==> src/rtl/secure_store_fsm.sv <==
// Access controller: multi-digit code entry, failed-attempt lockout, and
// a logged-in session that routes each store to one of CHANNELS enables.
module secure_store_fsm #(
  parameter int DATA_WIDTH     = 4,
  parameter int CODE_LENGTH    = 2,
  parameter logic [DATA_WIDTH*CODE_LENGTH-1:0] CODE = 8'h96,
  parameter int MAX_ATTEMPTS   = 3,
  parameter int LOCKOUT_CYCLES = 16,
  parameter int CHANNELS       = 2
) (
  input  logic                                clock,
  input  logic                                reset_n,
  input  logic                                request,
  input  logic                                confirm,
  input  logic [DATA_WIDTH-1:0]               data_in,
  output logic [DATA_WIDTH-1:0]               data_out,
  output logic [CHANNELS-1:0]                 output_enable,
  output logic                                logged_in,
  output logic                                locked,
  output logic [$clog2(MAX_ATTEMPTS+1)-1:0]   fail_count
);

  localparam int SEL   = $clog2(CHANNELS);
  localparam int IDX_W = (CODE_LENGTH > 1) ? $clog2(CODE_LENGTH) : 1;
  localparam int FC_W  = $clog2(MAX_ATTEMPTS + 1);
  localparam int TMR_W = (LOCKOUT_CYCLES > 1) ? $clog2(LOCKOUT_CYCLES) : 1;

  localparam logic [IDX_W-1:0] LAST_IDX = IDX_W'(CODE_LENGTH - 1);
  localparam logic [FC_W-1:0]  MAX_FC   = FC_W'(MAX_ATTEMPTS);
  localparam logic [TMR_W-1:0] TMR_LOAD = TMR_W'(LOCKOUT_CYCLES - 1);

  typedef enum logic [1:0] {IDLE, ENTRY, LOGGED_IN, LOCKOUT} state_t;

  state_t                state_reg, state_next;
  logic [IDX_W-1:0]      index_reg, index_next;
  logic                  mismatch_reg, mismatch_next;
  logic [FC_W-1:0]       fail_reg, fail_next;
  logic [TMR_W-1:0]      timer_reg, timer_next;
  logic [DATA_WIDTH-1:0] dout_reg, dout_next;
  logic [CHANNELS-1:0]   oe_reg, oe_next;
  logic                  logged_in_reg, locked_reg;

  logic [DATA_WIDTH-1:0] code_digit [CODE_LENGTH];
  logic                  mismatch_any;

  genvar gi;
  generate
    for (gi = 0; gi < CODE_LENGTH; gi++) begin : g_digit
      assign code_digit[gi] = CODE[gi*DATA_WIDTH +: DATA_WIDTH];
    end
  endgenerate

  // Includes the digit being confirmed this cycle, so the final judgement
  // sees every digit of the attempt.
  assign mismatch_any = mismatch_reg | (data_in != code_digit[index_reg]);

  always_comb begin
    state_next    = state_reg;
    index_next    = index_reg;
    mismatch_next = mismatch_reg;
    fail_next     = fail_reg;
    timer_next    = timer_reg;
    dout_next     = dout_reg;
    oe_next       = '0;
    case (state_reg)
      IDLE: begin
        index_next    = '0;
        mismatch_next = 1'b0;
        if (request) state_next = ENTRY;
      end
      ENTRY: begin
        if (!request) begin
          state_next = IDLE;
        end else if (confirm) begin
          if (index_reg == LAST_IDX) begin
            index_next    = '0;
            mismatch_next = 1'b0;
            if (!mismatch_any) begin
              state_next = LOGGED_IN;
              fail_next  = '0;
            end else if (fail_reg + 1'b1 == MAX_FC) begin
              state_next = LOCKOUT;
              fail_next  = MAX_FC;
              timer_next = TMR_LOAD;
            end else begin
              fail_next = fail_reg + 1'b1;
            end
          end else begin
            index_next    = index_reg + 1'b1;
            mismatch_next = mismatch_any;
          end
        end
      end
      LOGGED_IN: begin
        if (!request) begin
          state_next = IDLE;
        end else if (confirm) begin
          dout_next = data_in;
          oe_next   = CHANNELS'(1) << data_in[SEL-1:0];
        end
      end
      LOCKOUT: begin
        // Request and confirm are deliberately ignored until the timer expires.
        if (timer_reg == '0) begin
          state_next = IDLE;
          fail_next  = '0;
        end else begin
          timer_next = timer_reg - 1'b1;
        end
      end
      default: state_next = IDLE;
    endcase
  end

  always_ff @(posedge clock or negedge reset_n) begin
    if (!reset_n) begin
      state_reg     <= IDLE;
      index_reg     <= '0;
      mismatch_reg  <= 1'b0;
      fail_reg      <= '0;
      timer_reg     <= '0;
      dout_reg      <= '0;
      oe_reg        <= '0;
      logged_in_reg <= 1'b0;
      locked_reg    <= 1'b0;
    end else begin
      state_reg     <= state_next;
      index_reg     <= index_next;
      mismatch_reg  <= mismatch_next;
      fail_reg      <= fail_next;
      timer_reg     <= timer_next;
      dout_reg      <= dout_next;
      oe_reg        <= oe_next;
      logged_in_reg <= (state_next == LOGGED_IN);
      locked_reg    <= (state_next == LOCKOUT);
    end
  end

  assign data_out      = dout_reg;
  assign output_enable = oe_reg;
  assign logged_in     = logged_in_reg;
  assign locked        = locked_reg;
  assign fail_count    = fail_reg;

endmodule

==> config.mk <==
export PLATFORM = sky130hd
export DESIGN_NAME = secure_store_fsm
export DESIGN_NICKNAME = d
export VERILOG_FILES = /design/src/rtl/secure_store_fsm.sv
export SDC_FILE = /design/constraint.sdc
export NUM_CORES = 1
export LEC_CHECK = 0
export ABC_AREA = 1
export ABC_CLOCK_PERIOD_IN_PS = 2240
export BUFFER_PORTS_ARGS = -buffer_cell sky130_fd_sc_hd__buf_2
export CAP_MARGIN = 20
export CORE_AREA = 5 5 46 48
export DETAILED_ROUTE_END_ITERATION = 10
export DIE_AREA = 0 0 51 53
export PLACE_DENSITY_LB_ADDON = 0.08
export SKIP_CTS_REPAIR_TIMING = 1
export SYNTH_ARGS = -nofsm -noshare
export SYNTH_HDL_FRONTEND = slang
export SYNTH_SLANG_ARGS = --single-unit
==> constraint.sdc <==
create_clock -name clock -period 2.24 [get_ports clock]
set_clock_uncertainty 0.2 [all_clocks]
set_input_delay 0.224 -clock clock [delete_from_list [all_inputs] [get_ports clock]]
set_output_delay 0.224 -clock clock [all_outputs]
set_load 0.005 [all_outputs]
# == Word level (Yosys, flattened, before mapping) ==
# Index checks and enable logic that the tools add are counted.
# totals
regBits,18
input_bits,8
out_inout_bits,10
elab_cells,75
# classes
addsub,3
n_lt_le_gt_ge,1
eq_ne,14
n_shift,1
mux,37
n_bitwise,2
n_reduce_logical,8
# op_table
cell,count
$mux W4,9
$mux W2,17
$ne A2 B2 Y1 const B,7
$eq A2 B2 Y1 const B,5
$pmux W2 S4,1
$pmux W4 S2,1
$reduce_and A7 Y1,1
$mux W1,6
$reduce_and A3 Y1,2
$reduce_and A5 Y1,1
$logic_not A4 Y1,1
$ne A4 B4 Y1,1
$pmux W1 S2,2
$pmux W2 S2,1
$reduce_bool A2 Y1,2
$sub A4 B1 Y4 const B,1
$add A2 B1 Y2 const B,1
$eq A2 B1 Y1 const B,1
$ge A2 B2 Y1 const B,1
$logic_not A2 Y1,1
$not A1 Y2,1
$shl A1 B1 Y2 const A,1
$add A1 B1 Y1 const B,1
$or A1 B1 Y1,1

# == Depth between registers and ports, before layout ==
# depth
ltp_word,12
depth_mapped,10
ltp_nobuf,10

# == Least setup slack after synthesis ==
# No wires, ideal clock.
# synth_path
path_type,reg-to-reg
start,reg timer_reg[0]
end,reg logged_in_reg (netlist: logged_in)
setup_ps,71
t_arrival_ps,1129
t_required_ps,1969
path_slack_ps,840
stages_incl_launch_ff,9
path_buffers,0
synth_period_minus_slack_ps,1400
path_cell_list,dfrtp_1 inv_1 ha_1 nand3_1 nand2_1 inv_1 a31oi_1 nand2_1 nor2_1
# synth_via
elab_chain_cells,4
# synth_rtl
item,line,rtl
from (decl),38,"logic [TMR_W-1:0] timer_reg, timer_next;"
from (signal assigned),131,timer_reg <= timer_next;
$logic_not A4 Y1,104,if (timer_reg == '0) begin
$mux W2,104,
$pmux W2 S4,65,case (state_reg)
net state_next[0],34,"state_t state_reg, state_next;"
$eq A2 B2 Y1,134,logged_in_reg <= (state_next == LOGGED_IN);
to (signal assigned),134,
to (decl),41,"logic logged_in_reg, locked_reg;"
# The timed path passes the listed nets, and every way through them passes these cells.
# A chain may end at the register's enable or synchronous reset.

# == Worst setup path after layout ==
# Ends and elaborated chain as after synthesis.

==> flow_summary.ini <==
[run_status]
status = complete, no violations

[drt]
drt-wirelength-per-cell_um = 10.3
vias_per_cell = 4.72
wl_um = 1570
antenna_left = 0
drtPass1Iterations = 2
drc = 0
drt_iter0_markers = 8
vias = 717

[setup_path]
r2r_end = logged_in
timing.rr.start = timer_reg[0]
rr_worst_depth = 8
crit_path_start = timer_reg[0]
worstSetupPathType = register to register
path_buf_inv = 2
crit_chain = inv_1 > ha_1 > nand3_1 > nand2_1 > inv_1 > a31oi_1 > nand2_1 > nor2_1
cpLargestDelayFamily = simple AND/OR/NAND/NOR gates
cp_max_fo = 4
setup.worst_path.end_class = register
endpoint = logged_in
worstPathRequired_ns = 2.26
worst-path-stages = 8
rrSetupSlack_ns = 0.64
critical-path-max-stage-delay_ns = 0.40
cp-start-kind = register
cpMaxStageDelayCell = dfrtp_1
worstPathArrival_ns = 1.62

[place]
pre_cts_slack_ns = 0.668
gp_congestion = 0.872
io_buffers = 17
dp_hpwl_um = 1220

[clocking]
cts_max_level = 1
cts_sinks = 18
cts-root-buf = clkbuf_4
numCtsBuffers = 3
clk_path_buf_depth = 2
cts_tree = done
clkTransAtPathRegs_ns = 0.09
clk_latency_ns = 0.28

[timing]
finalSetupViolCount = 0
slew_viol_final = 0
worst_pin_slew_ns = 0.398
setup_slack_ns = 0.641
rsz0062_at_grt = false
setup_tns_ns = 0
relSlewSlack = 0.734
clock.fmax_ghz = 0.625
hold_violations = 0
fin_crit_ns = 1.60
fin_crit_sh = 0.714

[job]
maxCapViolations = 0

[min_path]
holdCritPathClass = primary input to register

[global_routing]
grt_antenna_before_repair = 0
grt_pass1_vias = 698
grt_use_met1 = 0.180
grt_busiest_layer = met2
grt.overflow.total = 0
met3_usage = 0.0282
grt_pass1_wl_um = 2930
grt_max_degree = 19
met2_usage = 0.234
grtUsageTotal = 0.146

[logic_synthesis]
syn_area_sq_um = 871
ys_seq_area_frac = 0.517
ys_seq_elements = 18
synth_top_area_cell = dfrtp_1
synth_cell_types = 14
avgSynthCellArea_sq_um = 7.78
ys_top_cells_by_area = dfrtp_1 52%, nand2_1 16%, inv_1 8.2%
yosysTopAreaCellShare = 0.517
synthesis.nets = 122
yosysWarnings = 0
synth_cells = 112

[final_layout]
syn_to_final_growth_pct = 18.2
layout-drive-gt1-share = 0.178
antennaDiodeCount = 0
final_cell_mix = 36 x nand2_1, 19 x inv_1, 18 x dfrtp_1
final_common_cell = nand2_1
final_nets = 147

[floorplanning]
rows = 15
start_util = 0.521
ios = 18
die_w_um = 51
die_h_um = 53
core_region_area_sq_mm = 0.00167
die_area_sq_mm = 0.00270

[power]
switching_share = 0.333
p_int_w = 0.000580
p_leak_nw = 0.626
p_seq_frac = 0.513
ir_worst_vdd_v = 0.000415
p_sw_w = 0.000289
p_per_area_mw_per_mm2 = 844
combPwrFrac = 0.314
power_frac_clock = 0.173
-- power groups by stage --
stage               logic [W]  registers, W  clock network [W]
finish               0.000273      0.000446           0.000150
global route         0.000324      0.000457           0.000177
CTS                  0.000272      0.000446           0.000159
detailed placement   0.000272      0.000453                  0
global placement     0.000261      0.000450                  0
floorplan            0.000185      0.000448                  0
-- layout make-up --
cell class                      instances  area [sq um]
Timing Repair Buffer                   20           115
Sequential cell                        18           450
Multi-Input combinational cell         75           349
Clock buffer                            3          22.5
Fill cell                             149           641
Inverter                               19          71.3
Tap cell                               17          21.3
-- how the worst min path moves through the flow --
stage | from | end | slack [ns] | cells past startpoint
3_3_place_gp | reset_n | output_enable[1] | -0.03 | 1
4_1_cts | reset_n | locked | -0.34 | 1
6_report | data_in[1] | data_out[1] | 0.005 | 2
2_1_floorplan | reset_n | data_out[0] | -0.27 | 0
3_5_place_dp | reset_n | fail_count[0] | -0.03 | 1
5_1_grt | data_in[1] | data_out[1] | 0.009 | 2
-- Yosys cell counts (all sizes together) --
library cell,count
mux2,2
ha,2
a21oi,2
nand2,37
nand3,5
inv,19
dfrtp,18
o22ai,2
or2,1
a21boi,1
a31oi,1
o21ai,8
nor2,14
-- metrics by stage --
step | std cells | area, sq um | utilization | power (W) | hold WS (ns)
after global placement | 146 | 977 | 0.585 | 0.000710 | -0.0287
after detailed placement | 146 | 977 | 0.585 | 0.000725 | -0.0268
final | 152 | 1030 | 0.616 | 0.000869 | 0.00482
after floorplan | 112 | 871 | - | 0.000633 | -0.272
after CTS | 149 | 1000 | 0.599 | 0.000877 | -0.345
after global routing | 152 | 1030 | 0.616 | 0.000958 | 0.00929
-- worst register-to-register path, stage by stage (launching register included) --
cell and delay [ns]:
dfrtp_1 0.40, inv_1 0.11, ha_1 0.20, nand3_1 0.12
nand2_1 0.13, inv_1 0.07, a31oi_1 0.14, nand2_1 0.08
nor2_1 0.09
-- routing by layer --
layer	wire length [um]	up-vias
li1	-	397
met1	772	305
met2	702	11
met3	62	4
met4	33	0
met5	0	-
-- logic make-up (layout without fill, tap and decap cells) --
group / Yosys count / in the layout / synth area share
adders and majority gates: 2 / 2 / 0.0287
muxes: 2 / 2 / 0.0259
and+or+nand+nor: 57 / 57 / 0.259
AOI/OAI and AO/OA: 14 / 14 / 0.0877
buffers and inverters: 19 / 42 / 0.0819
DFF: 18 / 18 / 0.517
Power figures use the tool's default switching activity.
